File: src/rtl/matrix_kbd_scan.sv
// Matrix keyboard scanner: one-hot row drive, per-key debounce and a small event queue.
// Define MATRIX_KBD_SCAN_RELEASE_EN to queue release events as well as presses.
module matrix_kbd_scan #(
  parameter int ROWS       = 4,
  parameter int COLS       = 4,
  parameter int SCAN_DIV   = 1000,
  parameter int DEBOUNCE   = 3,
  parameter int FIFO_DEPTH = 4
) (
  input  logic                         clk_i,
  input  logic                         rst_ni,
  input  logic [COLS-1:0]              column_i,
  output logic [ROWS-1:0]              row_o,
  output logic [ROWS*COLS-1:0]         keys_o,
  output logic                         evt_valid_o,
  input  logic                         evt_ready_i,
  output logic [$clog2(ROWS*COLS)-1:0] evt_code_o,
  output logic                         evt_press_o,
  output logic                         overflow_o,
  input  logic                         clr_ovf_i
);

  localparam int KEYS   = ROWS * COLS;
  localparam int CODE_W = $clog2(KEYS);
  localparam int ROW_W  = $clog2(ROWS);
  localparam int COL_W  = $clog2(COLS);
  localparam int DIV_W  = $clog2(SCAN_DIV);
  localparam int DB_W   = $clog2(DEBOUNCE + 1);
  localparam int PTR_W  = $clog2(FIFO_DEPTH);

  generate
    if (ROWS < 2) begin : g_bad_rows
      $error("matrix_kbd_scan: ROWS must be >= 2");
    end
    if (COLS < 2) begin : g_bad_cols
      $error("matrix_kbd_scan: COLS must be >= 2");
    end
    if (SCAN_DIV < 2) begin : g_bad_div
      $error("matrix_kbd_scan: SCAN_DIV must be >= 2");
    end
    if (DEBOUNCE < 1) begin : g_bad_db
      $error("matrix_kbd_scan: DEBOUNCE must be >= 1");
    end
    if (FIFO_DEPTH < 2 || (FIFO_DEPTH & (FIFO_DEPTH - 1)) != 0) begin : g_bad_depth
      $error("matrix_kbd_scan: FIFO_DEPTH must be a power of 2, >= 2");
    end
  endgenerate

  typedef enum logic [1:0] {DWELL, SAMPLE, EMIT} state_t;

  state_t            state;
  state_t            state_next;
  logic [DIV_W-1:0]  dwell_cnt;
  logic [ROW_W-1:0]  row;
  logic [COL_W-1:0]  col;
  logic [COLS-1:0]   sample;
  logic              dwell_done;
  logic              emit_last;
  logic              emit_active;

  assign dwell_done = (dwell_cnt == DIV_W'(SCAN_DIV - 1));
  assign emit_last  = (col == COL_W'(COLS - 1));

  always_ff @(posedge clk_i or negedge rst_ni) begin
    if (!rst_ni) begin
      state <= DWELL;
    end else begin
      state <= state_next;
    end
  end

  always_comb begin
    state_next = state;
    case (state)
      DWELL:   if (dwell_done) state_next = SAMPLE;
      SAMPLE:  state_next = EMIT;
      EMIT:    if (emit_last) state_next = DWELL;
      default: state_next = DWELL;
    endcase
  end

  always_comb begin
    row_o       = '0;
    row_o[row]  = 1'b1;
    emit_active = (state == EMIT);
  end

  // Row advances only when the last column of the current row has been processed.
  always_ff @(posedge clk_i or negedge rst_ni) begin
    if (!rst_ni) begin
      dwell_cnt <= '0;
      row       <= '0;
      col       <= '0;
      sample    <= '0;
    end else begin
      case (state)
        DWELL: begin
          dwell_cnt <= dwell_done ? '0 : dwell_cnt + 1'b1;
        end
        SAMPLE: begin
          sample <= column_i;
          col    <= '0;
        end
        EMIT: begin
          if (emit_last) begin
            col <= '0;
            row <= (row == ROW_W'(ROWS - 1)) ? '0 : row + 1'b1;
          end else begin
            col <= col + 1'b1;
          end
        end
        default: ;
      endcase
    end
  end

  logic [CODE_W-1:0] key_idx;
  logic [DB_W-1:0]   db_cnt [KEYS];
  logic [KEYS-1:0]   keys;
  logic [DB_W-1:0]   cur_cnt;
  logic              cur_bit;
  logic              cur_key;
  logic              differ;
  logic              toggle;
  logic              push;

  always_comb begin
    key_idx = CODE_W'(row) * CODE_W'(COLS) + CODE_W'(col);
    cur_bit = sample[col];
    cur_key = keys[key_idx];
    cur_cnt = db_cnt[key_idx];
    differ  = (cur_bit != cur_key);
    toggle  = emit_active && differ && (cur_cnt == DB_W'(DEBOUNCE - 1));
`ifdef MATRIX_KBD_SCAN_RELEASE_EN
    push    = toggle;
`else
    push    = toggle && cur_bit;
`endif
  end

  // One key per EMIT cycle, so at most one event can be generated per clock.
  always_ff @(posedge clk_i or negedge rst_ni) begin
    if (!rst_ni) begin
      keys <= '0;
      for (int k = 0; k < KEYS; k++) begin
        db_cnt[k] <= '0;
      end
    end else if (emit_active) begin
      if (!differ || toggle) begin
        db_cnt[key_idx] <= '0;
      end else begin
        db_cnt[key_idx] <= cur_cnt + 1'b1;
      end
      if (toggle) begin
        keys[key_idx] <= cur_bit;
      end
    end
  end

  assign keys_o = keys;

  logic [CODE_W-1:0] code_mem [FIFO_DEPTH];
`ifdef MATRIX_KBD_SCAN_RELEASE_EN
  logic              press_mem [FIFO_DEPTH];
`endif
  logic [PTR_W:0]    wr_ptr;
  logic [PTR_W:0]    rd_ptr;
  logic              empty;
  logic              full;
  logic              pop;
  logic              accept;
  logic              drop;
  logic              ovf;

  always_comb begin
    empty  = (wr_ptr == rd_ptr);
    full   = (wr_ptr[PTR_W] != rd_ptr[PTR_W]) &&
             (wr_ptr[PTR_W-1:0] == rd_ptr[PTR_W-1:0]);
    pop    = !empty && evt_ready_i;
    accept = push && (!full || pop);
    drop   = push && full && !pop;
  end

  always_ff @(posedge clk_i or negedge rst_ni) begin
    if (!rst_ni) begin
      wr_ptr <= '0;
      rd_ptr <= '0;
    end else begin
      if (accept) wr_ptr <= wr_ptr + 1'b1;
      if (pop)    rd_ptr <= rd_ptr + 1'b1;
    end
  end

  // Storage is not reset: the head outputs are masked whenever the queue is empty.
  always_ff @(posedge clk_i) begin
    if (accept) begin
      code_mem[wr_ptr[PTR_W-1:0]]  <= key_idx;
`ifdef MATRIX_KBD_SCAN_RELEASE_EN
      press_mem[wr_ptr[PTR_W-1:0]] <= cur_bit;
`endif
    end
  end

  always_ff @(posedge clk_i or negedge rst_ni) begin
    if (!rst_ni) begin
      ovf <= 1'b0;
    end else if (drop) begin
      ovf <= 1'b1;
    end else if (clr_ovf_i) begin
      ovf <= 1'b0;
    end
  end

  assign overflow_o  = ovf;
  assign evt_valid_o = !empty;
  assign evt_code_o  = empty ? '0 : code_mem[rd_ptr[PTR_W-1:0]];
`ifdef MATRIX_KBD_SCAN_RELEASE_EN
  assign evt_press_o = !empty && press_mem[rd_ptr[PTR_W-1:0]];
`else
  assign evt_press_o = 1'b1;
`endif

endmodule
File: config.mk
export PLATFORM = sky130hd
export DESIGN_NAME = matrix_kbd_scan
export DESIGN_NICKNAME = d
export VERILOG_FILES = /design/src/rtl/matrix_kbd_scan.sv
export SDC_FILE = /design/constraint.sdc
export NUM_CORES = 1
export LEC_CHECK = 0
export BUFFER_PORTS_ARGS = -buffer_cell sky130_fd_sc_hd__buf_2
export CAP_MARGIN = 10
export CORE_ASPECT_RATIO = 1.75
export CORE_MARGIN = 2
export CORE_UTILIZATION = 55
export DETAILED_ROUTE_END_ITERATION = 16
export PLACE_DENSITY = 0.74
export SLEW_MARGIN = 40
export SYNTH_ARGS = -nofsm -noshare
export SYNTH_HDL_FRONTEND = slang
export SYNTH_SLANG_ARGS = --single-unit
File: constraint.sdc
create_clock -name clk_i -period 3.8 [get_ports clk_i]
set_clock_uncertainty 0.2 [all_clocks]
set_input_delay 0.19 -clock clk_i [delete_from_list [all_inputs] [get_ports clk_i]]
set_output_delay 0.19 -clock clk_i [all_outputs]
set_load 0.02 [all_outputs]
==> results.cfg <==
[synthesis]
ys_async_sr_fraction_pct = 82.4
synthTopCellsByCount = 75 x dfrtp_1, 61 x nand2_1, 32 x o31ai_1
yosysSeqAreaShare_pct = 50.8
synth_top_area_share_pct = 40.4
synthTopCellsByArea = dfrtp_1 40%, edfxtp_1 10%, mux4_2 9.2%, o31ai_1 5.2%, ha_1 5.1%
avgSynthCellArea_sq_um = 11.5
synth-seq-cells = 91
synthAdderAreaFrac_pct = 5.12
yosys_most_used_dff = dfrtp_1
synth_compound_area_share_pct = 10.4
synthXorXnorAreaFrac_pct = 2.26
synthMuxAreaShare_pct = 12.3
yosys.area_share.simple_pct = 15.4
synth_top_family_by_area = simple AND/OR/NAND/NOR gates
postSynthCellCount = 402
yosys_warnings = 0
yosysMostFrequentCell = dfrtp_1
yosysTopAreaCell = dfrtp_1
synth.distinct_cells = 37
synth_fp_nets = 429
synth_edf_count = 16
netlist_area_sq_mm = 0.00464

[timing]
final-setup-viol-count = 0
fin_tns_setup_ps = 0
period_minus_slack_ps = 3200
worstMarginPinSlew_ps = 714
drv_slew = 0
rsz0062_at_grt = false
fmax_mhz = 312
relSlewSlack_pct = 52.0
fin_ws_ps = 598
fin_crit_sh_pct = 84.3
hold_violations = 0

[status]
status = completed

[power]
leakage_nw = 2.29
power.total_mw = 1.97
p_switching_mw = 0.395
sequentialPowerShare_pct = 50.3
p_sw_share_pct = 20.1
irDropWorstVdd_uv = 288
power.density_mw_per_mm2 = 373
p_clk_share_pct = 48.3
p_comb_share_pct = 1.4
internal_power_mw = 1.57

[clock_network]
cts_tree = built
clk_latency_ps = 350
cts_buffers = 9
ctsLongestPathBuffers = 2
path_clk_slew_ps = 70
clockRootBuffer = clkbuf_16
htree_levels = 3
ctsResizeCount = 0
clkSinkCount = 91

[detailed_routing]
wire_per_inst_um = 18.8
vias_per_cell = 6.12
drt_iter0_markers = 218
vias = 3267
antenna_left = 0
drtPass1Iterations = 4
drcViolationCount = 0
wl_mm = 10.0

[placement]
post-place-ws_ps = 521
hpwlAfterDp_mm = 6.91
io_buffers = 33
post_dp_cell_area_sq_mm = 0.00488
gp_congestion = 0.863

[worst_setup_path]
cp_max_fo = 18
critPathArrivalTime_ps = 3000
crit_required_ps = 3600
r2r_slack_ps = 600
crit_type = flip-flop to flip-flop
start_kind = flip-flop
reg2regPathDepth = 8
cp-end-kind = flip-flop

[final_layout]
fin_area_sq_mm = 0.00527
finalNetCount = 464
area_growth_syn_to_layout_pct = 13.6
layout-drive-gt1-share_pct = 20.6
fillers = 652
n_antenna_cell = 0
fin_util_pct = 63.8

[global_routing]
grt_pass1_wl_mm = 16.6
grt_overflow = 0
antenna_found_initial = 0
grt_pass1_vias = 3332
grt_use_total_pct = 24.0
grt_max_degree = 33

[floorplanning]
die_w_um = 73.4
io_pins = 35
core_sq_mm = 0.00826
die_h_um = 126
rows = 44
die-area_sq_mm = 0.00922
start_util_pct = 56.2

[hold_path]
min_path_type = primary input to async pin

[job]
maxCapViolCount = 0
[cell usage in the layout (no fill, tap or decap), drive strengths merged, types with 3 or more instances in the layout]
cell type    synthesis  routed
ha                  19      19
o21ai                4       4
a22o                 3       3
nand2               61      61
and2                 7       7
dfrtp               75      75
nand3               21      21
o31ai               32      32
edfxtp              16      16
nand2b              18      18
o22a                16      16
mux2i                4       4
clkbuf              11       9
clkinv               0       3
xnor2               10      10
nor2                 8       8
inv                 11      12
mux2                 9       9
dlygate4sd3          0       7
nor3                22      22
buf                 16      44
mux4                19      19
a21oi                3       3
[state kept, by name (all words and copies together) (netlist names)]
signal / flops
db_cnt: 32
code_mem: 16
keys_o: 16
dwell_cnt: 10
sample: 4
rd_ptr: 3
wr_ptr: 3
col: 2
row: 2
state: 2
overflow_o: 1
[area by class of cell]
class | count | area, sq um | share of cell area [%]
Multi-Input combinational cell | 273 | 2120 | 40.3
Tap cell | 92 | 115 | 2.18
Sequential cell | 91 | 2360 | 44.7
Inverter | 11 | 41.3 | 0.783
Timing Repair Buffer | 51 | 318 | 6.03
Clock buffer | 9 | 225 | 4.27
Clock inverter | 7 | 91.3 | 1.73
[path summary, 6_finish.rpt]
| path | start | end |
|---|---|---|
| worst max-delay path | col[0] | code_mem[3][3] |
| worst min-delay path | rst_ni | wr_ptr[0] |
| worst max register to register | col[0] | code_mem[3][3] |
| worst min register to register | db_cnt[0] | db_cnt[0] |
| max in group asynchronous | rst_ni | db_cnt[7] |
| min in group clk_i | db_cnt[0] | db_cnt[0] |
[kinds of logic after synthesis]
logic type,Yosys count
other cells,1
simple gates,146
fa+ha+maj,19
mux,32
flops,91
buf+inv,38
xor+xnor,12
compound gates,63
[routing by layer]
| layer | part of all wire (%) | global-route usage (%) | routed length, um | up-vias |
|---|---|---|---|---|
| li1 | - | - | - | 1528 |
| met3 | 4.0 | 5.32 | 403 | 23 |
| met2 | 54 | 38.9 | 5370 | 91 |
| met5 | 0 | 0 | 0 | - |
| met4 | 3.2 | 12.2 | 317 | 0 |
| met1 | 39 | 29.6 | 3940 | 1625 |
[repair_timing]
item | 4_1_cts | 5_1_grt
setup buffers | 0 | 0
endpoints found under the hold margin | 30 | 0
hold buffers | 7 | 0
[critical path, stage by stage (launching register included)]
cell	delay, ps
dfrtp_1	710
mux4_2	580
mux2i_1	200
mux2i_1	130
inv_1	80
ha_1	150
nand3_1	140
buf_4	250
nor4b_4	420
[power groups by stage]
| stage | Combinational (mW) | Clock [mW] | Sequential (mW) |
|---|---|---|---|
| floorplan | 0.00202 | 0 | 1.01 |
| global placement | 0.0228 | 0 | 1.01 |
| detailed placement | 0.0231 | 0 | 1.01 |
| CTS | 0.0288 | 0.965 | 0.989 |
| global route | 0.0322 | 1.00 | 0.989 |
| finish | 0.0277 | 0.951 | 0.989 |
[stage by stage]
| step | hold slack [ps] | instances |
|---|---|---|
| after floorplan | -306 | 402 |
| after global placement | 20.5 | 511 |
| final | 176 | 534 |
| after detailed placement | 13.8 | 511 |
| after CTS | 194 | 534 |
| after global routing | 225 | 534 |
Note: power is estimated with default switching activity, not from simulation.
